===== config.mk =====
export PLATFORM = sky130hd
export DESIGN_NAME = uart_rx_flat
export DESIGN_NICKNAME = d
export VERILOG_FILES = /design/src/rtl/uart_rx_if.sv /design/src/rtl/uart_rx.sv /design/src/flat_wrapper.sv
export SDC_FILE = /design/constraint.sdc
export NUM_CORES = 1
export LEC_CHECK = 0
export ABC_CLOCK_PERIOD_IN_PS = 2790
export CORE_UTILIZATION = 59
export CTS_CLUSTER_SIZE = 20
export DETAILED_ROUTE_END_ITERATION = 16
export PLACE_DENSITY = 0.79
export SYNTH_ARGS = -nofsm -noshare
export SYNTH_HDL_FRONTEND = slang
export SYNTH_SLANG_ARGS = --single-unit

===== constraint.sdc =====
create_clock -name clk -period 2.79 [get_ports clk]
set_input_delay 0.558 -clock clk [delete_from_list [all_inputs] [get_ports clk]]
set_output_delay 0.558 -clock clk [all_outputs]
set_load 0.02 [all_outputs]

===== src/rtl/uart_rx_if.sv =====
// Receive-side handshake bundle between uart_rx and the SoC UART register decoder.
// master = the receiver producing bytes and pulses, slave = the consumer popping them.
interface uart_rx_if;
  logic [7:0] rx_data;
  logic       rx_data_valid;
  logic       rx_data_ready;
  logic       frame_error;
  logic       overrun;

  modport master (
    output rx_data,
    output rx_data_valid,
    output frame_error,
    output overrun,
    input  rx_data_ready
  );

  modport slave (
    input  rx_data,
    input  rx_data_valid,
    input  frame_error,
    input  overrun,
    output rx_data_ready
  );
endinterface


===== src/rtl/uart_rx.sv =====
// 8N1 oversampling UART receiver with valid/ready byte output and error pulses.
// Define UART_RX_FIFO_EN for a 2**FIFO_DEPTH_LOG2 byte FIFO; otherwise a single holding register.
module uart_rx #(
  parameter int UART_CLK_HZ     = 27000000,
  parameter int BAUD_RATE       = 115200,
  parameter int FIFO_DEPTH_LOG2 = 3
) (
  input  logic      clk,
  input  logic      rst_n,
  input  logic      rx_pin,
  uart_rx_if.master rx
);
  localparam int CLKS_PER_BIT = UART_CLK_HZ / BAUD_RATE;
  localparam int HALF_BIT     = CLKS_PER_BIT / 2;
  localparam int CNT_W        = $clog2(CLKS_PER_BIT);
  localparam logic [CNT_W-1:0] CNT_HALF_END = CNT_W'(HALF_BIT - 1);
  localparam logic [CNT_W-1:0] CNT_BIT_END  = CNT_W'(CLKS_PER_BIT - 1);

  // Elaboration-time guard against configurations the counters cannot represent.
  if (CLKS_PER_BIT < 4 || FIFO_DEPTH_LOG2 < 1) begin : g_bad_cfg
    $error("uart_rx: unsupported CLKS_PER_BIT or FIFO_DEPTH_LOG2");
  end

  typedef enum logic [2:0] {IDLE, START, DATA, STOP, BRK} state_t;

  state_t           state_reg, state_next;
  logic [CNT_W-1:0] cnt_reg, cnt_next;
  logic [2:0]       idx_reg, idx_next;
  logic [7:0]       shift_reg, shift_next;
  logic             sync_reg, rx_s;
  logic             push, stop_bad, pop, accept;
  logic             frame_error_reg, overrun_reg;

  always_ff @(posedge clk or negedge rst_n) begin
    if (!rst_n) begin
      sync_reg <= 1'b1;
      rx_s     <= 1'b1;
    end else begin
      sync_reg <= rx_pin;
      rx_s     <= sync_reg;
    end
  end

  always_ff @(posedge clk or negedge rst_n) begin
    if (!rst_n) begin
      state_reg <= IDLE;
      cnt_reg   <= '0;
      idx_reg   <= '0;
      shift_reg <= '0;
    end else begin
      state_reg <= state_next;
      cnt_reg   <= cnt_next;
      idx_reg   <= idx_next;
      shift_reg <= shift_next;
    end
  end

  always_comb begin
    state_next = state_reg;
    cnt_next   = cnt_reg + 1'b1;
    idx_next   = idx_reg;
    shift_next = shift_reg;
    push       = 1'b0;
    stop_bad   = 1'b0;
    case (state_reg)
      IDLE: begin
        cnt_next = '0;
        if (!rx_s) state_next = START;
      end
      START: begin
        if (cnt_reg == CNT_HALF_END) begin
          cnt_next   = '0;
          idx_next   = '0;
          state_next = rx_s ? IDLE : DATA;
        end
      end
      DATA: begin
        if (cnt_reg == CNT_BIT_END) begin
          cnt_next   = '0;
          shift_next = {rx_s, shift_reg[7:1]};
          idx_next   = idx_reg + 1'b1;
          if (idx_reg == 3'd7) state_next = STOP;
        end
      end
      STOP: begin
        // Leaving mid-stop-bit lets a start bit directly after it be caught.
        if (cnt_reg == CNT_BIT_END) begin
          cnt_next = '0;
          if (rx_s) begin
            push       = 1'b1;
            state_next = IDLE;
          end else begin
            stop_bad   = 1'b1;
            state_next = BRK;
          end
        end
      end
      BRK: begin
        cnt_next = '0;
        if (rx_s) state_next = IDLE;
      end
      default: state_next = IDLE;
    endcase
  end

  always_ff @(posedge clk or negedge rst_n) begin
    if (!rst_n) begin
      frame_error_reg <= 1'b0;
      overrun_reg     <= 1'b0;
    end else begin
      frame_error_reg <= stop_bad;
      overrun_reg     <= push && !accept;
    end
  end

  assign rx.frame_error = frame_error_reg;
  assign rx.overrun     = overrun_reg;

`ifdef UART_RX_FIFO_EN
  localparam int DEPTH = 2 ** FIFO_DEPTH_LOG2;

  logic [7:0]               mem [DEPTH];
  logic [FIFO_DEPTH_LOG2:0] wptr_reg, rptr_reg;
  logic                     empty, full;

  assign empty  = (wptr_reg == rptr_reg);
  assign full   = (wptr_reg[FIFO_DEPTH_LOG2] != rptr_reg[FIFO_DEPTH_LOG2]) &&
                  (wptr_reg[FIFO_DEPTH_LOG2-1:0] == rptr_reg[FIFO_DEPTH_LOG2-1:0]);
  assign pop    = !empty && rx.rx_data_ready;
  // A simultaneous pop frees the slot the push needs.
  assign accept = !full || pop;

  always_ff @(posedge clk) begin
    if (push && accept) mem[wptr_reg[FIFO_DEPTH_LOG2-1:0]] <= shift_reg;
  end

  always_ff @(posedge clk or negedge rst_n) begin
    if (!rst_n) begin
      wptr_reg <= '0;
      rptr_reg <= '0;
    end else begin
      if (push && accept) wptr_reg <= wptr_reg + 1'b1;
      if (pop)            rptr_reg <= rptr_reg + 1'b1;
    end
  end

  assign rx.rx_data       = empty ? 8'h00 : mem[rptr_reg[FIFO_DEPTH_LOG2-1:0]];
  assign rx.rx_data_valid = !empty;
`else
  logic [7:0] hold_reg;
  logic       hold_valid_reg;

  assign pop    = hold_valid_reg && rx.rx_data_ready;
  assign accept = !hold_valid_reg || pop;

  always_ff @(posedge clk or negedge rst_n) begin
    if (!rst_n) begin
      hold_reg       <= 8'h00;
      hold_valid_reg <= 1'b0;
    end else if (push && accept) begin
      hold_reg       <= shift_reg;
      hold_valid_reg <= 1'b1;
    end else if (pop) begin
      hold_valid_reg <= 1'b0;
    end
  end

  assign rx.rx_data       = hold_reg;
  assign rx.rx_data_valid = hold_valid_reg;
`endif
endmodule

===== src/flat_wrapper.sv =====
// flat-port wrapper written by rule: the top's interface ports become plain ports
module uart_rx_flat 
#(
  parameter int UART_CLK_HZ     = 27000000,
  parameter int BAUD_RATE       = 115200,
  parameter int FIFO_DEPTH_LOG2 = 3
)
  (clk, rst_n, rx_pin, rx_rx_data, rx_rx_data_valid, rx_frame_error, rx_overrun, rx_rx_data_ready);
  uart_rx_if rx_i ();
  input  logic clk;
  input  logic rst_n;
  input  logic rx_pin;
  output wire logic [$bits(rx_i.rx_data)-1:0] rx_rx_data;
  output wire logic [$bits(rx_i.rx_data_valid)-1:0] rx_rx_data_valid;
  output wire logic [$bits(rx_i.frame_error)-1:0] rx_frame_error;
  output wire logic [$bits(rx_i.overrun)-1:0] rx_overrun;
  input wire logic [$bits(rx_i.rx_data_ready)-1:0] rx_rx_data_ready;
  assign rx_rx_data = rx_i.rx_data;
  assign rx_rx_data_valid = rx_i.rx_data_valid;
  assign rx_frame_error = rx_i.frame_error;
  assign rx_overrun = rx_i.overrun;
  assign rx_i.rx_data_ready = rx_rx_data_ready;
  uart_rx #(.UART_CLK_HZ(UART_CLK_HZ), .BAUD_RATE(BAUD_RATE), .FIFO_DEPTH_LOG2(FIFO_DEPTH_LOG2)) u_core (.clk(clk), .rst_n(rst_n), .rx_pin(rx_pin), .rx(rx_i));
endmodule

==> results.toml <==
[run_status]
status = "complete, no violations"

[synth]
yosysSeqAreaShare_pct = 57.0
synth_top_area_cell = "dfrtp_1"
netlist_top_cells_area = "dfrtp_1, mux2_2, mux2_1"
synthCells = 119
netlist_area_mm2 = 0.00154
synth_cell_types = 31
ys_seq_elements = 35
synth-edff-count = 0
synth_nets = 128
ys.flop_type = "dfrtp_1"
avgSynthCellArea_um2 = 12.9
synth_warnings = 0
async_flop_share_pct = 100
synth_top_area_share_pct = 53.6

[pwr]
total_power_mw = 0.778
ir_drop_mv = 0.337
p_clk_share_pct = 32.4
internal_power_mw = 0.613
combPwrFrac_pct = 1.9
seq_power_share_pct = 65.7
p_switching_mw = 0.165
switching_share_pct = 21.2
p_leak_nw = 0.860
powerDensity_mw_per_mm2 = 440

[global_route]
first_global_vias = 982
globalRouteOverflowTotal = 0
grt_pass1_wl_um = 4310
track_usage_pct = 22.5
grt_start_max_net_pins = 36
antenna_found_initial = 0

[clock_tree]
cts_tree = "done"
h-tree-depth = 2
post_cts_resized = 0
clk_pin_slew_ps = 100
postCtsHoldBufs = 0
cts_made_buffers = 5
clock_path_buffers = 2
cts.sinks = 35
postCtsSetupRepairBufs = 0
worstSkewPairLatency_ps = 330
root_buffer = "clkbuf_4"

[final_layout]
drive_gt1_share_pct = 17.7
layout_commonest_cell = "dfrtp_1"
area_delta_synth_final_pct = 14.7
antennaDiodeCount = 0
layout_common_cells = "dfrtp_1, clkdlybuf4s50_1, nor2_1, mux2_2, mux2_1"
stdcell_count = 171
nets = 149

[job]
cap_violations = 0

[worst_setup_path]
cp_max_fo = 6
worstSetupPathType = "flip-flop to flip-flop"
cp.required_ps = 3010
crit_path_end_kind = "flip-flop"
worstSetupStartpointType = "flip-flop"
path_cells = "inv_1, ha_1, nand4_1, or4b_4, o31a_1, mux2_4"
worst_ep_arrival_time_ps = 2210
cp_top_family = "simple AND/OR/NAND/NOR gates"
slowest_stage = "or4b_4"
critPathBufInv = 1
worst_path_largest_cell_delay_ps = 530

[placed_design]
placedCellCount = 163
pre_cts_slack_ps = 815
dpl.hpwl_um = 1780
gp_congestion = 0.776
io_buffers = 14

[floorplanning]
dieArea_mm2 = 0.00282
rows = 18
fp.dieW_um = 53.1
core_area_mm2 = 0.00248
ios = 15
initial_utilization_pct = 62.2
die_h_um = 53.1

[drt]
drc_errors = 0
ant_nets = 0
wl_per_cell_um = 14.5
vias_per_cell = 5.47
drt-pass1-iter-count = 5
vias = 935
drtIter0Drc = 14
drt_wl_total_um = 2490

[sta]
fin_ws_ps = 802
rsz0062_at_grt = "no"
tightest_slew_ps = 413
final_hold_viol_count = 0
tns_ps = 0
setup_violations = 0
min_period_ps = 1990
drv_slew = 0
hold_ws_ps = 356
slew_headroom_pct = 72.4
fmax_ghz = 0.503
fin_worst_skew_ps = 13.5
fin_crit_sh_pct = 71.2

[hold_path]
hp-class = "flip-flop to flip-flop"
==> kinds of logic after synthesis <==
kind of cell | Yosys count | synth area share, %
xor gates and xnor gates | 6 | 3.41
and+or+nand+nor | 43 | 15.7
adders and majority gates | 5 | 4.06
buffers and inverters | 4 | 1.54
AOI/OAI and AO/OA | 8 | 4.87
muxes | 18 | 13.4
DFF | 35 | 57.0
==> cells in the mapped netlist (3+ instances only) <==
| cell type | instances |
|---|---|
| a21oi_1 | 3 |
| mux2_2 | 9 |
| xor2_1 | 3 |
| nand3_1 | 5 |
| ha_1 | 5 |
| nor2_1 | 13 |
| xnor2_1 | 3 |
| mux2_1 | 8 |
| nor2b_1 | 3 |
| dfrtp_1 | 33 |
| nand2_1 | 7 |
==> layer usage <==
| metal | global-route usage, % | share of wire [%] | routed length (um) | up-vias |
|---|---|---|---|---|
| li1 | - | - | - | 457 |
| met1 | 26.6 | 45 | 1120 | 451 |
| met2 | 37.1 | 49 | 1220 | 20 |
| met3 | 6.32 | 3.5 | 87 | 7 |
| met4 | 11.8 | 2.4 | 59 | 0 |
| met5 | 0 | 0 | 0 | - |
==> final timing paths <==
path / start / to / slack (ps) / cells after the start
hold reg to reg: u_core.sync_reg / u_core.rx_s / 360 / 0
min in group asynchronous: rst_n / u_core.rx.rx_data[1] / 640 / 2
hold / removal: u_core.sync_reg / u_core.rx_s / 360 / 0
setup / recovery: u_core.cnt_reg[0] / u_core.idx_reg[0] / 800 / 6
max in group asynchronous: rst_n / u_core.sync_reg / 1810 / 2
setup reg to reg: u_core.cnt_reg[0] / u_core.idx_reg[0] / 800 / 6
==> final cells by class <==
cell class	instances	area [um2]
Sequential cell	35	878
Fill cell	198	711
Clock inverter	1	5.00
Tap cell	30	37.5
Inverter	2	7.51
Multi-Input combinational cell	80	638
Timing Repair Buffer	16	155
Clock buffer	7	45.0
==> metrics by stage <==
| stage | cell area, um2 | utilization, % |
|---|---|---|
| finish | 1770 | 71.3 |
| global route | 1770 | 71.3 |
| CTS | 1770 | 71.3 |
| detailed placement | 1720 | 69.3 |
| global placement | 1720 | 69.3 |
| floorplan | 1540 | - |
==> power by group through the flow <==
stage	Combinational (mW)	Clock (mW)	Sequential, mW
after floorplan	0.000844	0	0.521
after global placement	0.0153	0	0.521
after detailed placement	0.0156	0	0.521
after CTS	0.0157	0.262	0.511
after global routing	0.0175	0.285	0.512
final	0.0149	0.252	0.511
(Power assumes the default switching activity.)
